==> src/rtl/spm_seq_ctrl.sv <==
// rtl/spm_seq_ctrl.sv - operand sequencer for the serial-parallel multiplier; SPM_SEQ_CTRL_OPCNT_EN adds a completed-op counter
module spm_seq_ctrl #(
    parameter int W       = 16,
    parameter int SPM_LAT = 1,
    parameter bit SIGNED  = 1'b1
) (
    input  logic           clk_i,
    input  logic           rst_i,
    input  logic           op_valid_i,
    output logic           op_ready_o,
    input  logic [W-1:0]   op_x_i,
    input  logic [W-1:0]   op_y_i,
    output logic           res_valid_o,
    input  logic           res_ready_i,
    output logic [2*W-1:0] res_p_o,
    output logic           busy_o,
    output logic           spm_rst_o,
    output logic [W-1:0]   spm_x_o,
    output logic           spm_y_o,
`ifdef SPM_SEQ_CTRL_OPCNT_EN
    input  logic           opcnt_clr_i,
    output logic [15:0]    ops_done_o,
`endif
    input  logic           spm_p_i
);

    localparam int N  = 2 * W;
    localparam int CW = $clog2(N + SPM_LAT + 1);
    localparam logic [CW-1:0] CNT_LAT  = CW'(SPM_LAT);
    localparam logic [CW-1:0] CNT_N    = CW'(N);
    localparam logic [CW-1:0] CNT_LAST = CW'(N + SPM_LAT - 1);

    typedef enum logic [1:0] {IDLE, LOAD, SHIFT, DONE} state_t;

    state_t         state_q, state_d;
    logic [W-1:0]   x_q, x_d, y_q, y_d;
    logic [N-1:0]   res_q, res_d;
    logic [CW-1:0]  cnt_q, cnt_d;
    logic           op_ready_q, op_ready_d;
    logic           res_valid_q, res_valid_d;
    logic           busy_q, busy_d;
    logic           spm_rst_q, spm_rst_d;
    logic           spm_y_q, spm_y_d;
    logic [N-1:0]   yext, yext_sh;

    assign yext = SIGNED ? {{W{y_q[W-1]}}, y_q} : {{W{1'b0}}, y_q};

    always_comb begin
        state_d = state_q;
        x_d     = x_q;
        y_d     = y_q;
        res_d   = res_q;
        cnt_d   = cnt_q;
        yext_sh = '0;
        case (state_q)
            IDLE: begin
                if (op_valid_i && op_ready_q) begin
                    x_d     = op_x_i;
                    y_d     = op_y_i;
                    state_d = LOAD;
                end
            end
            LOAD: begin
                cnt_d   = '0;
                state_d = SHIFT;
            end
            SHIFT: begin
                cnt_d = cnt_q + 1'b1;
                // product bit k arrives SPM_LAT cycles after y bit k was driven
                if (cnt_q >= CNT_LAT) begin
                    res_d = {spm_p_i, res_q[N-1:1]};
                end
                if (cnt_q == CNT_LAST) begin
                    state_d = DONE;
                end
            end
            DONE: begin
                if (res_ready_i) begin
                    state_d = IDLE;
                end
            end
            default: state_d = IDLE;
        endcase

        // outputs are registered, so decode them from the next state
        op_ready_d  = (state_d == IDLE);
        res_valid_d = (state_d == DONE);
        busy_d      = (state_d != IDLE);
        spm_rst_d   = (state_d != SHIFT);
        yext_sh     = yext >> cnt_d;
        spm_y_d     = (state_d == SHIFT) && (cnt_d < CNT_N) && yext_sh[0];
    end

    always_ff @(posedge clk_i or posedge rst_i) begin
        if (rst_i) begin
            state_q     <= IDLE;
            x_q         <= '0;
            y_q         <= '0;
            res_q       <= '0;
            cnt_q       <= '0;
            op_ready_q  <= 1'b0;
            res_valid_q <= 1'b0;
            busy_q      <= 1'b0;
            spm_rst_q   <= 1'b1;
            spm_y_q     <= 1'b0;
        end else begin
            state_q     <= state_d;
            x_q         <= x_d;
            y_q         <= y_d;
            res_q       <= res_d;
            cnt_q       <= cnt_d;
            op_ready_q  <= op_ready_d;
            res_valid_q <= res_valid_d;
            busy_q      <= busy_d;
            spm_rst_q   <= spm_rst_d;
            spm_y_q     <= spm_y_d;
        end
    end

    assign op_ready_o  = op_ready_q;
    assign res_valid_o = res_valid_q;
    assign res_p_o     = res_q;
    assign busy_o      = busy_q;
    assign spm_rst_o   = spm_rst_q;
    assign spm_x_o     = x_q;
    assign spm_y_o     = spm_y_q;

`ifdef SPM_SEQ_CTRL_OPCNT_EN
    logic [15:0] opcnt_q, opcnt_d;

    always_comb begin
        opcnt_d = opcnt_q;
        if (opcnt_clr_i) begin
            opcnt_d = '0;
        end else if (res_valid_q && res_ready_i && (opcnt_q != 16'hFFFF)) begin
            opcnt_d = opcnt_q + 16'd1;
        end
    end

    always_ff @(posedge clk_i or posedge rst_i) begin
        if (rst_i) begin
            opcnt_q <= '0;
        end else begin
            opcnt_q <= opcnt_d;
        end
    end

    assign ops_done_o = opcnt_q;
`endif

endmodule
==> config.mk <==
export PLATFORM = sky130hd
export DESIGN_NAME = spm_seq_ctrl
export DESIGN_NICKNAME = d
export VERILOG_FILES = /design/src/rtl/spm_seq_ctrl.sv
export SDC_FILE = /design/constraint.sdc
export NUM_CORES = 1
export LEC_CHECK = 0
export CORE_MARGIN = 8
export CORE_UTILIZATION = 48
export DETAILED_ROUTE_END_ITERATION = 10
export GPL_ROUTABILITY_DRIVEN = 0
export GPL_TIMING_DRIVEN = 1
export PLACE_DENSITY_LB_ADDON = 0.15
export SYNTH_ARGS = -nofsm -noshare
export SYNTH_HDL_FRONTEND = slang
export SYNTH_SLANG_ARGS = --single-unit
==> constraint.sdc <==
create_clock -name clk_i -period 2.55 [get_ports clk_i]
set_input_delay 0.3825 -clock clk_i [delete_from_list [all_inputs] [get_ports clk_i]]
set_output_delay 0.3825 -clock clk_i [all_outputs]
set_load 0.02 [all_outputs]
==> impl_metrics.toml <==
[setup_path]
cp.required_ns = 2.81
crit_end = "spm_y_o"
path_cells = "inv_1 -> ha_1 -> nand2_1 -> nor2_1 -> a22o_1 -> mux2i_1 -> a2111o_1 -> a211oi_2"
worst_setup_path_end_kind = "register"
cp_max_fo = 8
r2r-end = "spm_y_o"
crit_type = "reg -> reg"
cp-startpoint = "state_q[0]"
r2r_start = "state_q[0]"
max_stage_delay_ns = 0.44
reg2reg_slack_ns = 0.26
crit_path_top_delay_cell = "a2111o_1"
critical_path_arrival_ns = 2.55
setup.worst_path.start_class = "register"
crit_buf_inv = 1
r2r_cells = 8
worst-path-stages = 8
cp_top_family = "compound AO/OA/AOI/OAI gates"

[sta]
layout_worst_path_cycle_share_pct = 89.8
tns_ns = 0
fmax_mhz = 437
slew_violations = 0
hold_viol_final = 0
tightest_slew_ns = 0.604
setup_viol = 0
fin_skew_ns = 0.00943
rsz0062_at_grt = "no"
fin_crit_ns = 2.29
timing.slew.headroom_pct = 59.7

[clock_tree]
clockBufferDepth = 2
cts_sinks = 77
clkTransAtPathRegs_ns = 0.08
cts_tree = "yes"
cts_buffers = 9
root_buffer = "clkbuf_8"
insertion_delay_ns = 0.35
post_cts_buffers = 0
htreeDepth = 3

[power_and_ir_drop]
p_total_w = 0.00618
intPower_w = 0.00399
clkPwrFrac_pct = 16.9
power_frac_seq_pct = 34.2
p_leak_nw = 2.02
p_sw_share_pct = 35.5
p_switching_w = 0.00220
ir_worst_vdd_mv = 0.574
combPwrFrac_pct = 48.9
powerDensity_nw_per_um2 = 1350

[die]
fp.dieW_microns = 99.4
die_area_sq_um = 9880
start_util_pct = 49.4
coreArea_sq_um = 6760
fp.dieH_microns = 99.4
num_rows = 30
io_pins = 90

[final_layout]
diodes = 0
nets = 387
seq_area_sq_um = 1930
multi_input_area_sq_um = 1320
finalCoreUtilization_pct = 67.6
fill_cells = 532
area_growth_pct = 36.8
drive_above_1_share_pct = 27.1

[yosys]
seq_area_frac_synth_pct = 57.7
synth_edf_count = 0
async_flop_share_pct = 100
synth_warnings = 0
synthDistinctLibCells = 39
synth_ff_type = "dfrtp_1"
syn_nets = 290
syn_area_sq_um = 3340
avgSynthCellArea_sq_um = 13.6
ys_ff_latch = 77
synth_cells = 245

[global_route]
grt_pass1_wl_mm = 11.4
grt_max_degree = 49
antenna_found_initial = 0
grt_pass1_vias = 2385
grt_overflow = 0
track_usage_pct = 14.5

[place]
dpl.hpwl_mm = 4.95
port_buffers = 89

[detailed_routing]
wl_mm = 6.75
avgViaCountPerCell = 5.30
postRouteAntennaNets = 0
drt-wirelength-per-cell_microns = 15.8
num_vias = 2262
drt_iter0_markers = 61
drc_errors = 0
first_pass_iters = 4

[run]
maxCapViolations = 0

[status]
status = "completed"

[min_path]
hp-class = "in -> async"
==> routing by layer <==
metal | GRT usage (%) | vias to the layer above | share of wire, %
li1 | - | 1070 | -
met5 | 0 | - | 0
met2 | 22.9 | 71 | 48
met3 | 5.87 | 9 | 8.2
met4 | 7.92 | 0 | 1.9
met1 | 16.6 | 1112 | 42
==> power groups by stage <==
stage / sequential (W) / combinational, W / clock [W]
2_1_floorplan: 0.00258 / 0.00141 / 0
3_3_place_gp: 0.00213 / 0.00296 / 0
3_5_place_dp: 0.00215 / 0.00302 / 0
4_1_cts: 0.00212 / 0.00303 / 0.00108
5_1_grt: 0.00219 / 0.00326 / 0.00112
6_report: 0.00212 / 0.00302 / 0.00104
==> sequential cells by signal, summed over array words and instances (netlist names) <==
register	count
spm_x_o	16
res_valid_o	1
y_q	16
op_ready_o	1
busy_o	1
spm_y_o	1
state_q	2
spm_rst_o	1
res_p_o	32
cnt_q	6
==> worst min path at each step <==
stage                    start          to  depth (start not counted)
floorplan              y_q[12]     y_q[12]                          1
finish                   rst_i  res_p_o[9]                          3
global placement    res_p_o[0]  res_p_o[0]                          1
global route             rst_i  res_p_o[7]                          3
detailed placement  res_p_o[0]  res_p_o[0]                          1
CTS                      rst_i  res_p_o[9]                          3
==> cell usage in the layout, fill, tap and decap left out, drive strengths merged, types with 2 or more instances in the layout <==
| cell type | n |
|---|---|
| a211oi | 2 |
| clkinv | 2 |
| buf | 6 |
| o21ai | 9 |
| o31ai | 2 |
| nand3 | 8 |
| nand2b | 3 |
| nor2 | 9 |
| clkdlybuf4s50 | 89 |
| and3 | 5 |
| bufinv | 2 |
| mux2i | 2 |
| inv | 12 |
| nor4 | 2 |
| mux2 | 65 |
| clkbuf | 10 |
| dfrtp | 76 |
| ha | 8 |
| nor2b | 2 |
| nand2 | 7 |
| a31oi | 3 |
| a21oi | 5 |
| a32oi | 4 |
| and2 | 2 |
==> synthesized netlist by cell type, types with 2 or more instances <==
| cell | instances | area share [%] |
|---|---|---|
| a21oi_1 | 5 | 0.75 |
| a31oi_1 | 3 | 0.56 |
| a32oi_1 | 4 | 1.0 |
| and3_1 | 5 | 0.94 |
| buf_1 | 2 | 0.22 |
| buf_4 | 3 | 0.67 |
| buf_6 | 3 | 1.0 |
| dfrtp_1 | 76 | 57 |
| ha_1 | 8 | 3.0 |
| inv_1 | 11 | 1.2 |
| mux2_1 | 2 | 0.67 |
| mux2_2 | 63 | 21 |
| mux2i_1 | 2 | 0.60 |
| nand2_1 | 7 | 0.79 |
| nand2b_1 | 3 | 0.56 |
| nand3_1 | 8 | 1.2 |
| nor2_1 | 9 | 1.0 |
| nor2b_1 | 2 | 0.37 |
| nor4_1 | 2 | 0.37 |
| o21ai_0 | 8 | 1.2 |
==> per-stage QoR <==
| step | setup WS (ns) | hold slack (ns) | instances | area, sq um |
|---|---|---|---|---|
| after global routing | 0.0775 | 0.484 | 427 | 4570 |
| after detailed placement | 0.119 | 0.480 | 411 | 4320 |
| final | 0.261 | 0.432 | 427 | 4570 |
| after global placement | 0.228 | 0.474 | 411 | 4320 |
| after floorplan | 0.202 | 0.471 | 245 | 3340 |
| after CTS | 0.0871 | 0.431 | 427 | 4550 |
==> tightest hold or removal path, stage by stage <==
cell             delay [ns]
clkdlybuf4s50_1        0.41
inv_2                  0.06
buf_4                  0.33
==> logic make-up (layout without fill, tap and decap cells) <==
kind of cell	Yosys count	after routing	share of synthesized area (%)
adders and majority gates	8	8	3.00
muxes	67	67	22.5
AOI/OAI and AO/OA	31	31	6.71
and+or+nand+nor	41	41	6.52
xor gates and xnor gates	1	1	0.262
DFF	77	77	57.7
buffers and inverters	20	122	3.26
==> final cells by class <==
cell class,count,area share [%]
tap,80,2.19
inverter,11,0.904
clock buffer,10,3.01
sequential,77,42.2
multi-input combinational,148,28.8
clock inverter,6,2.05
timing repair buffer,95,20.8
==> repair_timing <==
item | CTS | global route
setup endpoints to repair | 0 | 1
hold buffers | 0 | 0
resized for setup | 0 | 3
No activity file was read; power rests on OpenSTA's default activity.
